--- src/rtl/bridge_uart_arbiter.sv ---
// Two-requester arbiter in front of a single UART bridge port.
// Grants one requester at a time (round-robin on contention), latches its
// request onto the bridge, and relays the 4-phase handshake back to it.
// A cycle budget in ACTIVE aborts a transaction that is never acknowledged.
module bridge_uart_arbiter #(
   parameter int ADDR_WIDTH     = 6,
   parameter int DATA_WIDTH     = 32,
   parameter int TIMEOUT_CYCLES = 1024
) (
   input  logic                  clock,
   input  logic                  reset,
   input  logic                  m0_read,
   input  logic                  m0_write,
   input  logic [3:0]            m0_byte_enable,
   input  logic [ADDR_WIDTH-1:0] m0_address,
   input  logic [DATA_WIDTH-1:0] m0_write_data,
   output logic [DATA_WIDTH-1:0] m0_read_data,
   output logic                  m0_acknowledge,
   input  logic                  m1_read,
   input  logic                  m1_write,
   input  logic [3:0]            m1_byte_enable,
   input  logic [ADDR_WIDTH-1:0] m1_address,
   input  logic [DATA_WIDTH-1:0] m1_write_data,
   output logic [DATA_WIDTH-1:0] m1_read_data,
   output logic                  m1_acknowledge,
   output logic                  bridge_uart_read,
   output logic                  bridge_uart_write,
   output logic [3:0]            bridge_uart_byte_enable,
   output logic [ADDR_WIDTH-1:0] bridge_uart_address,
   output logic [DATA_WIDTH-1:0] bridge_uart_write_data,
   input  logic                  bridge_uart_acknowledge,
   input  logic [DATA_WIDTH-1:0] bridge_uart_read_data,
   output logic [1:0]            grant,
   output logic                  timeout_error
);

   localparam int CNT_W = $clog2(TIMEOUT_CYCLES + 1);
   localparam logic [CNT_W-1:0] CNT_LAST = CNT_W'(TIMEOUT_CYCLES - 1);

   typedef enum logic [1:0] {
      ST_IDLE   = 2'd0,
      ST_ACTIVE = 2'd1,
      ST_HOLD   = 2'd2,
      ST_DRAIN  = 2'd3
   } state_t;

   state_t                state_q, state_d;
   logic [1:0]            grant_q, grant_d;
   logic                  owner_q, owner_d;
   logic                  rr_q, rr_d;
   logic                  bus_read_q, bus_read_d;
   logic                  bus_write_q, bus_write_d;
   logic [3:0]            be_q, be_d;
   logic [ADDR_WIDTH-1:0] addr_q, addr_d;
   logic [DATA_WIDTH-1:0] wdata_q, wdata_d;
   logic [DATA_WIDTH-1:0] rdata0_q, rdata0_d;
   logic [DATA_WIDTH-1:0] rdata1_q, rdata1_d;
   logic                  ack0_q, ack0_d;
   logic                  ack1_q, ack1_d;
   logic [CNT_W-1:0]      cnt_q, cnt_d;
   logic                  tmo_q, tmo_d;

   logic pend0_s, pend1_s, sel_s, owner_pend_s;

   // Pending flags and arbitration choice (rr_q breaks ties).
   always_comb begin
      pend0_s = m0_read | m0_write;
      pend1_s = m1_read | m1_write;
      if (pend0_s && pend1_s) begin
         sel_s = rr_q;
      end else begin
         sel_s = pend1_s;
      end
      if (owner_q) begin
         owner_pend_s = pend1_s;
      end else begin
         owner_pend_s = pend0_s;
      end
   end

   // Next-state and next-output computation for the handshake FSM.
   always_comb begin
      state_d     = state_q;
      grant_d     = grant_q;
      owner_d     = owner_q;
      rr_d        = rr_q;
      bus_read_d  = bus_read_q;
      bus_write_d = bus_write_q;
      be_d        = be_q;
      addr_d      = addr_q;
      wdata_d     = wdata_q;
      rdata0_d    = rdata0_q;
      rdata1_d    = rdata1_q;
      ack0_d      = ack0_q;
      ack1_d      = ack1_q;
      cnt_d       = cnt_q;
      tmo_d       = 1'b0;
      case (state_q)
         ST_IDLE: begin
            if (pend0_s || pend1_s) begin
               owner_d = sel_s;
               cnt_d   = '0;
               state_d = ST_ACTIVE;
               if (sel_s) begin
                  grant_d     = 2'b10;
                  bus_write_d = m1_write;
                  bus_read_d  = m1_read & ~m1_write;
                  be_d        = m1_byte_enable;
                  addr_d      = m1_address;
                  wdata_d     = m1_write_data;
               end else begin
                  grant_d     = 2'b01;
                  bus_write_d = m0_write;
                  bus_read_d  = m0_read & ~m0_write;
                  be_d        = m0_byte_enable;
                  addr_d      = m0_address;
                  wdata_d     = m0_write_data;
               end
            end else begin
               state_d = ST_IDLE;
            end
         end
         ST_ACTIVE: begin
            if (bridge_uart_acknowledge) begin
               state_d = ST_HOLD;
               if (owner_q) begin
                  ack1_d = 1'b1;
                  if (bus_read_q) begin
                     rdata1_d = bridge_uart_read_data;
                  end else begin
                     rdata1_d = rdata1_q;
                  end
               end else begin
                  ack0_d = 1'b1;
                  if (bus_read_q) begin
                     rdata0_d = bridge_uart_read_data;
                  end else begin
                     rdata0_d = rdata0_q;
                  end
               end
            end else if (cnt_q == CNT_LAST) begin
               // Abort: drop the bridge request and complete with all ones.
               state_d     = ST_HOLD;
               bus_read_d  = 1'b0;
               bus_write_d = 1'b0;
               tmo_d       = 1'b1;
               if (owner_q) begin
                  ack1_d   = 1'b1;
                  rdata1_d = '1;
               end else begin
                  ack0_d   = 1'b1;
                  rdata0_d = '1;
               end
            end else begin
               cnt_d = cnt_q + CNT_W'(1);
            end
         end
         ST_HOLD: begin
            if (!owner_pend_s) begin
               bus_read_d  = 1'b0;
               bus_write_d = 1'b0;
               ack0_d      = 1'b0;
               ack1_d      = 1'b0;
               state_d     = ST_DRAIN;
            end else begin
               state_d = ST_HOLD;
            end
         end
         ST_DRAIN: begin
            if (!bridge_uart_acknowledge) begin
               grant_d = 2'b00;
               rr_d    = ~owner_q;
               state_d = ST_IDLE;
            end else begin
               state_d = ST_DRAIN;
            end
         end
         default: begin
            state_d = ST_IDLE;
         end
      endcase
   end

   // State and output registers; async reset clears everything at once.
   always_ff @(posedge clock or posedge reset) begin
      if (reset) begin
         state_q     <= ST_IDLE;
         grant_q     <= 2'b00;
         owner_q     <= 1'b0;
         rr_q        <= 1'b0;
         bus_read_q  <= 1'b0;
         bus_write_q <= 1'b0;
         be_q        <= 4'h0;
         addr_q      <= '0;
         wdata_q     <= '0;
         rdata0_q    <= '0;
         rdata1_q    <= '0;
         ack0_q      <= 1'b0;
         ack1_q      <= 1'b0;
         cnt_q       <= '0;
         tmo_q       <= 1'b0;
      end else begin
         state_q     <= state_d;
         grant_q     <= grant_d;
         owner_q     <= owner_d;
         rr_q        <= rr_d;
         bus_read_q  <= bus_read_d;
         bus_write_q <= bus_write_d;
         be_q        <= be_d;
         addr_q      <= addr_d;
         wdata_q     <= wdata_d;
         rdata0_q    <= rdata0_d;
         rdata1_q    <= rdata1_d;
         ack0_q      <= ack0_d;
         ack1_q      <= ack1_d;
         cnt_q       <= cnt_d;
         tmo_q       <= tmo_d;
      end
   end

   assign m0_read_data            = rdata0_q;
   assign m1_read_data            = rdata1_q;
   assign m0_acknowledge          = ack0_q;
   assign m1_acknowledge          = ack1_q;
   assign bridge_uart_read        = bus_read_q;
   assign bridge_uart_write       = bus_write_q;
   assign bridge_uart_byte_enable = be_q;
   assign bridge_uart_address     = addr_q;
   assign bridge_uart_write_data  = wdata_q;
   assign grant                   = grant_q;
   assign timeout_error           = tmo_q;

endmodule

--- config.mk ---
export PLATFORM = sky130hd
export DESIGN_NAME = bridge_uart_arbiter
export DESIGN_NICKNAME = d
export VERILOG_FILES = /design/src/rtl/bridge_uart_arbiter.sv
export SDC_FILE = /design/constraint.sdc
export NUM_CORES = 1
export LEC_CHECK = 0
export ABC_AREA = 1
export CAP_MARGIN = 10
export CORE_MARGIN = 4
export CORE_UTILIZATION = 40
export DETAILED_ROUTE_END_ITERATION = 16
export DONT_BUFFER_PORTS = 1
export PLACE_DENSITY = 0.53
export REMOVE_ABC_BUFFERS = 1
export SYNTH_ARGS = -nofsm -noshare
export SYNTH_HDL_FRONTEND = slang
export SYNTH_SLANG_ARGS = --single-unit
--- constraint.sdc ---
create_clock -name clock -period 9.3 [get_ports clock]
set_input_delay 0.465 -clock clock [delete_from_list [all_inputs] [get_ports clock]]
set_output_delay 0.465 -clock clock [all_outputs]
set_load 0.1 [all_outputs]
==> impl_metrics.env, run 1 <==
export IMPL_status="finished clean"
export IMPL_post_route_period_util_pct=33.14
export IMPL_top_layer_used="met5"
export IMPL_drt_iter0_markers=356
export IMPL_port_buffers=0
export IMPL_critical_path_most_common_cell="nand2_1"
export IMPL_die_y_um=130.3
export IMPL_setup_violations=0
export IMPL_path_cells="nand2_1 -> nand2_2 -> buf_4 -> nand2_1 -> nand2_1 -> nand2_1"
export IMPL_cp_start_kind="register"
export IMPL_path_max_fanout=66
export IMPL_grt_total_usage_pct=18.93
export IMPL_crit_start="bridge_uart_read"
export IMPL_io_pins=236
export IMPL_dr_pass1_iters=5
export IMPL_grt_pass1_vias=4685
export IMPL_num_vias=4819
export IMPL_post_drt_via_cell_ratio=5.290
export IMPL_routed_wl_met3_um=1358
export IMPL_r2r_slack_ns=6.22
export IMPL_drt_met1_wl_um=6439
export IMPL_ys_seq_area_share_pct=53.55
export IMPL_gp_congestion=0.8514
export IMPL_antenna_found_initial=3
export IMPL_cts_root_buf="clkbuf_16"
export IMPL_grt_ovfl_total=0
export IMPL_antenna_left=0
export IMPL_tightestPinTransition_ns=1.081
export IMPL_wl_met2_um=7889
export IMPL_tritoncts="yes"
export IMPL_num_rows=44
export IMPL_cts_htree_levels=4
export IMPL_hold_viol=0
export IMPL_period_needed_ns=3.082
export IMPL_wirelength_um=15910
export IMPL_synth_area_leader_cell="dfrtp_1"
export IMPL_cpMaxStageDelayCell="dfrtp_1"
export IMPL_fin_worst_skew_ns=0.008094
export IMPL_start_util_pct=41.00
export IMPL_fmax_mhz=324.5
export IMPL_ctsResizeCount=0
export IMPL_slowest_delay_ns=0.96
export IMPL_r2r_cells=6
export IMPL_setup_worst_path_end_class="register"
export IMPL_synth_cells=728
export IMPL_r2r_start="bridge_uart_read"
export IMPL_cp_data_required_time_ns=9.58
export IMPL_cts_sinks=128
export IMPL_rsz0062_at_grt="no"
export IMPL_synthDistinctLibCells=27
export IMPL_grt_max_degree=74
export IMPL_avgSynthCellArea_um2=8.217
export IMPL_insertion_delay_ns=0.41
export IMPL_syn_cell_area_mm2=0.005982
export IMPL_ys_ff_latch=128
export IMPL_fin_tns_setup_ns=0
export IMPL_core_area_mm2=0.01459
export IMPL_postCtsHoldBufs=0
export IMPL_hp_class="in2async"
export IMPL_drc=0
export IMPL_syn2layout_area_growth_pct=10.31
export IMPL_crit_type="reg2reg"
export IMPL_reg2reg_to="m1_read_data[20]"
export IMPL_final_common_cell="nand2_1"
export IMPL_drive_gt1_share_pct=11.71
export IMPL_cts_buffers=17
export IMPL_cap_violations=0
export IMPL_dieWidth_um=130.3
export IMPL_grt_first_pass_wirelength_um=24860
export IMPL_post_cts_setup_buffer_count=0
export IMPL_drt_wirelength_per_cell_um=17.47
export IMPL_clk_path_buf_depth=2
export IMPL_finalMaxSlewViolations=0
export IMPL_dpl_hpwl_um=11030
export IMPL_yosysTopAreaCellShare_pct=53.55
export IMPL_path_clk_slew_ns=0.05
export IMPL_yosysWarnings=0
export IMPL_layout_nets=841
export IMPL_synthTopCellsByArea="dfrtp_1 54%, nand2_1 15%, nand3_1 7.1%"
export IMPL_final_cell_mix="242 x nand2_1, 128 x dfrtp_1, 85 x nand3_1"
export IMPL_die_area_mm2=0.01698
export IMPL_relSlewSlack_pct=27.79
export IMPL_worst_ep_arrival_time_ns=3.36
-- metrics by stage --
step / util, % / area [um2] / hold slack, ns / cells / setup WS, ns
after floorplan: - / 5773 / 0.4550 / 690 / 5.422
after global placement: 41.37 / 6036 / 0.4682 / 878 / 6.133
after detailed placement: 41.37 / 6036 / 0.4932 / 878 / 6.009
after CTS: 45.21 / 6596 / 0.1517 / 910 / 6.169
after global routing: 45.23 / 6599 / 0.1680 / 911 / 5.748
final: 45.23 / 6599 / 0.1093 / 911 / 6.218
-- how the worst max path moves through the flow --
stage / endpoint / cells after the start
final: m1_read_data[20] / 6
after global routing: m1_read_data[20] / 7
after CTS: m1_read_data[20] / 7
after detailed placement: m1_read_data[8] / 7
after global placement: m0_read_data[14] / 7
after floorplan: bridge_uart_address[0] / 1
-- layer usage --
layer / GRT usage [%] / up-vias
li1: - / 2328
met1: 23.96 / 2307
met2: 29.84 / 159
met3: 7.286 / 21
met4: 6.357 / 4
met5: 0 / -
-- cell usage after synthesis (all sizes together) --
cell type  instances
a21oi              5
xnor2              1
nor3               1
clkbuf            21
nand4              4
ha                 5
buf               17
o31ai              2
nand2            246
xor2               3
nor3b              1
inv               23
o21ai             92
or2               32
nand3             85
dfrtp            128
nor2              62
-- critical path: cells and delay by family (launching register included) --
family | cells | cell delay [ns]
buf+inv | 1 | 0.51
simple gates | 5 | 1.47
flops | 1 | 0.96
-- cells by family (layout without fill, tap and decap cells) --
family / after synthesis / after routing / share of synthesized area, %
fa+ha+maj: 5 / 5 / 1.046
buf+inv: 61 / 59 / 4.936
other cells: 0 / 1 / 0
xor+xnor: 4 / 4 / 0.5858
flops: 128 / 128 / 53.55
compound gates: 99 / 99 / 8.617
simple gates: 431 / 431 / 31.27
-- final cells by class --
cell class / count / area (um2)
antenna: 1 / 2.502
inverter: 23 / 88.84
tap: 184 / 230.2
clock inverter: 10 / 86.33
multi-input combinational: 539 / 2484
sequential: 128 / 3203
timing repair buffer: 4 / 30.03
fill: 1438 / 7990
clock buffer: 22 / 474.2
-- sequential cells by signal, indices dropped and copies added (netlist names) --
signal                   flops
m1_acknowledge               1
timeout_error                1
m0_acknowledge               1
bridge_uart_read             1
bridge_uart_byte_enable      4
bridge_uart_write_data      32
owner_q                      1
bridge_uart_write            1
bridge_uart_address          6
grant                        2
m1_read_data                32
rr_q                         1
state_q                      2
cnt_q                       11
m0_read_data                32
Power of run 1 is left out: the tool's default activity adds up to more than one toggle a clock period on the data nets, which glitch-free logic cannot reach.
==> run 2, diff against run 1 <==
==> constraint.sdc (replaced) <==
create_clock -name clock -period 3 [get_ports clock]
set_input_delay 0.15 -clock clock [delete_from_list [all_inputs] [get_ports clock]]
set_output_delay 0.15 -clock clock [all_outputs]
set_load 0.1 [all_outputs]
==> run 2 against run 1 <==
- first-iteration DRC count up 15%
- global-route usage up 2.0 points
- clock skew down 0.0037 ns
- wire length up 11%
- sequential cell count unchanged
- design area up 19%
- setup slack worse by 5.7 ns
- fmax up 25%
- sequential share of layout area down 7.7 points
- critical path depth up 2
- hold slack worse by 0.080 ns
- final cell count up 13%
==> impl_metrics.env, run 2 (synthesized netlist as in run 1, its figures left out) <==
export IMPL_final_cell_mix="242 x nand2_1, 128 x dfrtp_1, 117 x dlygate4sd3_1"
export IMPL_path_cells="inv_1 -> ha_1 -> inv_1 -> a21oi_4 -> buf_4 -> o21ai_0 -> o21ai_1 -> dlygate4sd3_1"
export IMPL_cts_buffers=17
export IMPL_drt_wirelength_per_cell_um=17.19
export IMPL_grt_pass1_vias=5357
export IMPL_num_rows=44
export IMPL_fill_cells=1354
export IMPL_core_area_mm2=0.01459
export IMPL_cts_sinks=128
export IMPL_port_buffers=0
export IMPL_gp_congestion=0.8153
export IMPL_postCtsHoldBufs=117
export IMPL_layout_nets=964
export IMPL_cts_htree_levels=4
export IMPL_hold_viol=0
export IMPL_placed_cells=884
export IMPL_status="finished clean"
export IMPL_post_drt_via_cell_ratio=5.181
export IMPL_dpl_hpwl_um=11200
export IMPL_place_area_mm2=0.006093
export IMPL_cp_data_required_time_ns=3.34
export IMPL_clk_path_buf_depth=2
export IMPL_die_y_um=130.3
export IMPL_hp_class="in2reg"
export IMPL_io_pins=236
export IMPL_setup_worst_path_end_class="register"
export IMPL_drive_gt1_share_pct=10.40
export IMPL_cap_violations=0
export IMPL_final_common_cell="nand2_1"
export IMPL_period_needed_ns=2.463
export IMPL_wirelength_um=17710
export IMPL_rsz0062_at_grt="no"
export IMPL_setup_violations=0
export IMPL_dieWidth_um=130.3
export IMPL_cp_start_kind="register"
export IMPL_worstHoldPathCells=5
export IMPL_slowest_delay_ns=0.57
export IMPL_fmax_mhz=406.1
export IMPL_fin_worst_skew_ns=0.004354
export IMPL_final_cell_count_no_fill=1030
export IMPL_diodes=0
export IMPL_cpMaxStageDelayCell="dlygate4sd3_1"
export IMPL_grt_total_usage_pct=20.90
export IMPL_post_cts_setup_buffer_count=0
export IMPL_drt_iter0_markers=410
export IMPL_grt_first_pass_wirelength_um=27930
export IMPL_critical_path_most_common_cell="inv_1"
export IMPL_tritoncts="yes"
export IMPL_path_max_fanout=44
export IMPL_die_area_mm2=0.01698
export IMPL_syn2layout_area_growth_pct=31.21
export IMPL_grt_ovfl_total=0
export IMPL_finalMaxSlewViolations=0
export IMPL_post_route_period_util_pct=82.09
export IMPL_tightestPinTransition_ns=0.9722
export IMPL_antenna_found_initial=0
export IMPL_grt_max_degree=70
export IMPL_antenna_left=0
export IMPL_final_cell_area_mm2=0.007849
export IMPL_worst_ep_arrival_time_ns=2.80
export IMPL_dr_pass1_iters=4
export IMPL_ctsResizeCount=0
export IMPL_num_vias=5336
export IMPL_r2r_cells=8
export IMPL_path_clk_slew_ns=0.05
export IMPL_relSlewSlack_pct=35.19
export IMPL_drc=0
export IMPL_cts_root_buf="clkbuf_16"
export IMPL_insertion_delay_ns=0.41
export IMPL_fin_hold_ws_ns=0.02892
export IMPL_crit_type="reg2reg"
export IMPL_start_util_pct=41.00
run 2: area by class of cell:
class,instances,area [um2],share of cell area (%)
Inverter,23,88.84,1.132
Sequential cell,128,3203,40.81
Clock inverter,7,110.1,1.403
Clock buffer,22,474.2,6.042
Multi-Input combinational cell,539,2484,31.64
Tap cell,184,230.2,2.933
Timing Repair Buffer,127,1259,16.04
run 2: routing by layer:
metal	share of wire (%)	track usage (%)	wire [um]	up-vias
li1	-	-	-	2567
met1	40	25.46	7133	2540
met2	49	34.49	8677	191
met3	8.0	6.140	1416	38
met4	2.7	9.046	482	0
met5	0	0	0	-
run 2: path summary, 6_finish.rpt:
kind	slack [ns]	end	from
setup reg to reg	0.54	bridge_uart_write_data[15]	state_q[1]
max in group asynchronous	1.80	m1_read_data[24]	reset
hold reg to reg	0.49	cnt_q[10]	cnt_q[10]
min in group asynchronous	0.36	m1_read_data[18]	reset
setup / recovery	0.54	bridge_uart_write_data[15]	state_q[1]
hold / removal	0.03	bridge_uart_read	m1_write
run 2: through the flow:
stage          worst slack, ns  TNS, ns  utilization [%]
6_report                0.5374        0            53.80
5_1_grt                 0.3676        0            53.80
4_1_cts                 0.6124        0            53.80
3_5_place_dp            0.9047        0            41.77
3_3_place_gp            0.9773        0            41.77
2_1_floorplan          -0.5626   -72.02                -
run 2: critical path, delay by kind of cell, from the launching register on:
family                     cells  cell delay (ns)
buffers and inverters          4             1.19
AOI/OAI and AO/OA              3             0.49
adders and majority gates      1             0.24
DFF                            1             0.43
Power of run 2 is left out for the same reason.
==> run 3, diff against run 2 <==
--- a/config.mk
+++ b/config.mk
@@ -11,7 +11,7 @@
 export CORE_UTILIZATION = 40
 export DETAILED_ROUTE_END_ITERATION = 16
 export DONT_BUFFER_PORTS = 1
-export PLACE_DENSITY = 0.53
+export PLACE_DENSITY = 0.55
 export REMOVE_ABC_BUFFERS = 1
 export SYNTH_ARGS = -nofsm -noshare
 export SYNTH_HDL_FRONTEND = slang
==> constraint.sdc (replaced) <==
create_clock -name clock -period 2.1 [get_ports clock]
set_input_delay 0.105 -clock clock [delete_from_list [all_inputs] [get_ports clock]]
set_output_delay 0.105 -clock clock [all_outputs]
set_load 0.1 [all_outputs]
==> run 3 against run 2 <==
- global-route usage rose by 2.1 points
- design area rose by 13%
- non-clock buffer count grew 123
==> impl_metrics.env, run 3 (synthesized netlist as in run 1, its figures left out) <==
export IMPL_postCtsHoldBufs=122
export IMPL_hold_viol=0
export IMPL_die_y_um=130.3
export IMPL_grt_pass1_vias=6055
export IMPL_io_pins=236
export IMPL_drc=0
export IMPL_cpMaxStageDelayCell="dfrtp_1"
export IMPL_num_vias=5978
export IMPL_cp_data_required_time_ns=2.43
export IMPL_post_cts_setup_buffer_count=0
export IMPL_seq_area_mm2=0.003203
export IMPL_status="finished clean"
export IMPL_rsz0062_at_grt="no"
export IMPL_insertion_delay_ns=0.42
export IMPL_slowest_delay_ns=0.42
export IMPL_syn2layout_area_growth_pct=47.73
export IMPL_antenna_found_initial=0
export IMPL_r2r_cells=7
export IMPL_layout_nets=1087
export IMPL_drive_gt1_share_pct=21.52
export IMPL_finalMaxSlewViolations=0
export IMPL_clk_path_buf_depth=2
export IMPL_antenna_left=0
export IMPL_crit_type="reg2reg"
export IMPL_multi_input_area_mm2=0.002491
export IMPL_cp_num_buf_inv=3
export IMPL_fill_cells=1237
export IMPL_setup_violations=0
export IMPL_worst_ep_arrival_time_ns=2.13
export IMPL_port_buffers=0
export IMPL_drt_iter0_markers=429
export IMPL_path_clk_slew_ns=0.06
export IMPL_grt_first_pass_wirelength_um=30650
export IMPL_wirelength_um=19410
export IMPL_grt_ovfl_total=0
export IMPL_cap_violations=0
export IMPL_cp_start_kind="register"
export IMPL_fin_tns_setup_ns=0
export IMPL_min_from="m1_read"
export IMPL_final_common_cell="nand2_1"
export IMPL_hp_class="in2reg"
export IMPL_num_rows=44
export IMPL_ctsResizeCount=0
export IMPL_cts_htree_levels=4
export IMPL_period_needed_ns=1.801
export IMPL_cts_root_buf="clkbuf_16"
export IMPL_r2r_slack_ns=0.30
export IMPL_final_cell_mix="242 x nand2_1, 128 x dfrtp_1, 127 x buf_4"
export IMPL_setup_worst_path_end_class="register"
export IMPL_cts_buffers=17
export IMPL_relSlewSlack_pct=22.87
export IMPL_grt_max_degree=57
export IMPL_place_worst_setup_slack_ns=0.4122
export IMPL_reg2reg_to="bridge_uart_write_data[4]"
export IMPL_start_util_pct=41.00
export IMPL_setup_ws_ns=0.2995
export IMPL_core_area_mm2=0.01459
export IMPL_cts_sinks=128
export IMPL_path_cells="inv_1 -> ha_1 -> inv_1 -> a21oi_4 -> buf_4 -> o21ai_0 -> o21ai_0"
export IMPL_dpl_hpwl_um=12180
export IMPL_r2r_start="state_q[0]"
export IMPL_dieWidth_um=130.3
export IMPL_gp_congestion=0.8759
export IMPL_die_area_mm2=0.01698
export IMPL_holdPathEnd="state_q[0]"
export IMPL_grt_total_usage_pct=23.02
export IMPL_drt_wirelength_per_cell_um=16.81
export IMPL_dr_pass1_iters=6
export IMPL_path_max_fanout=23
export IMPL_tritoncts="yes"
export IMPL_path_delay_family="compound AO/OA/AOI/OAI gates"
export IMPL_fmax_mhz=555.4
export IMPL_worstHoldPathCells=4
export IMPL_post_route_period_util_pct=85.74
export IMPL_post_drt_via_cell_ratio=5.176
export IMPL_placed_cells=1002
export IMPL_final_cell_count_no_fill=1155
export IMPL_diodes=0
export IMPL_fin_worst_skew_ns=0.007201
export IMPL_tightestPinTransition_ns=1.153
## run 3: cell count changes in the layout (fill, tap and decap cells not counted), sizes merged
cell | previous run | this run
clkbuf | 22 | 21
bufinv | 3 | 4
buf | 10 | 128
clkinvlp | 0 | 2
dlygate4sd3 | 117 | 122
## run 3: worst max-delay path by stage
stage	startpoint	to	slack (ns)	cells past startpoint
2_1_floorplan	reset	bridge_uart_address[0]	-1.42	1
3_3_place_gp	state_q[0]	bridge_uart_write_data[3]	0.44	7
3_5_place_dp	state_q[0]	bridge_uart_write_data[1]	0.41	7
4_1_cts	state_q[0]	bridge_uart_read	0.33	8
5_1_grt	state_q[0]	bridge_uart_write_data[4]	0.17	7
6_report	state_q[0]	bridge_uart_write_data[4]	0.30	7
## run 3: area by class of cell
class | count | area share, %
inverters | 23 | 1.005
well taps | 184 | 2.605
multi-input cells | 539 | 28.19
clock inverters | 10 | 1.798
flip-flops and latches | 128 | 36.25
clock buffers | 21 | 5.324
repair buffers | 250 | 24.83
## run 3: metrics by stage
step / hold WS [ns] / area, um2 / util (%)
6_report: 0.05008 / 8837 / 60.57
5_1_grt: 0.08798 / 8837 / 60.57
4_1_cts: 0.03566 / 8837 / 60.57
3_5_place_dp: 0.1552 / 6987 / 47.89
3_3_place_gp: 0.1487 / 6987 / 47.89
2_1_floorplan: 0.2763 / 5773 / -
## run 3: worst reg2reg max path, cell delays in order (launching register included)
cell	delay, ns
dfrtp_1	0.42
inv_1	0.12
ha_1	0.23
inv_1	0.12
a21oi_4	0.17
buf_4	0.28
o21ai_0	0.15
o21ai_0	0.23
## run 3: routing by layer
metal | vias up | global-route usage [%] | routed length (um)
met5 | - | 0 | 0
met3 | 80 | 6.467 | 1444
met4 | 0 | 12.22 | 913
met1 | 2823 | 27.72 | 7691
li1 | 2810 | - | -
met2 | 265 | 37.51 | 9362
Power of run 3 is left out for the same reason.
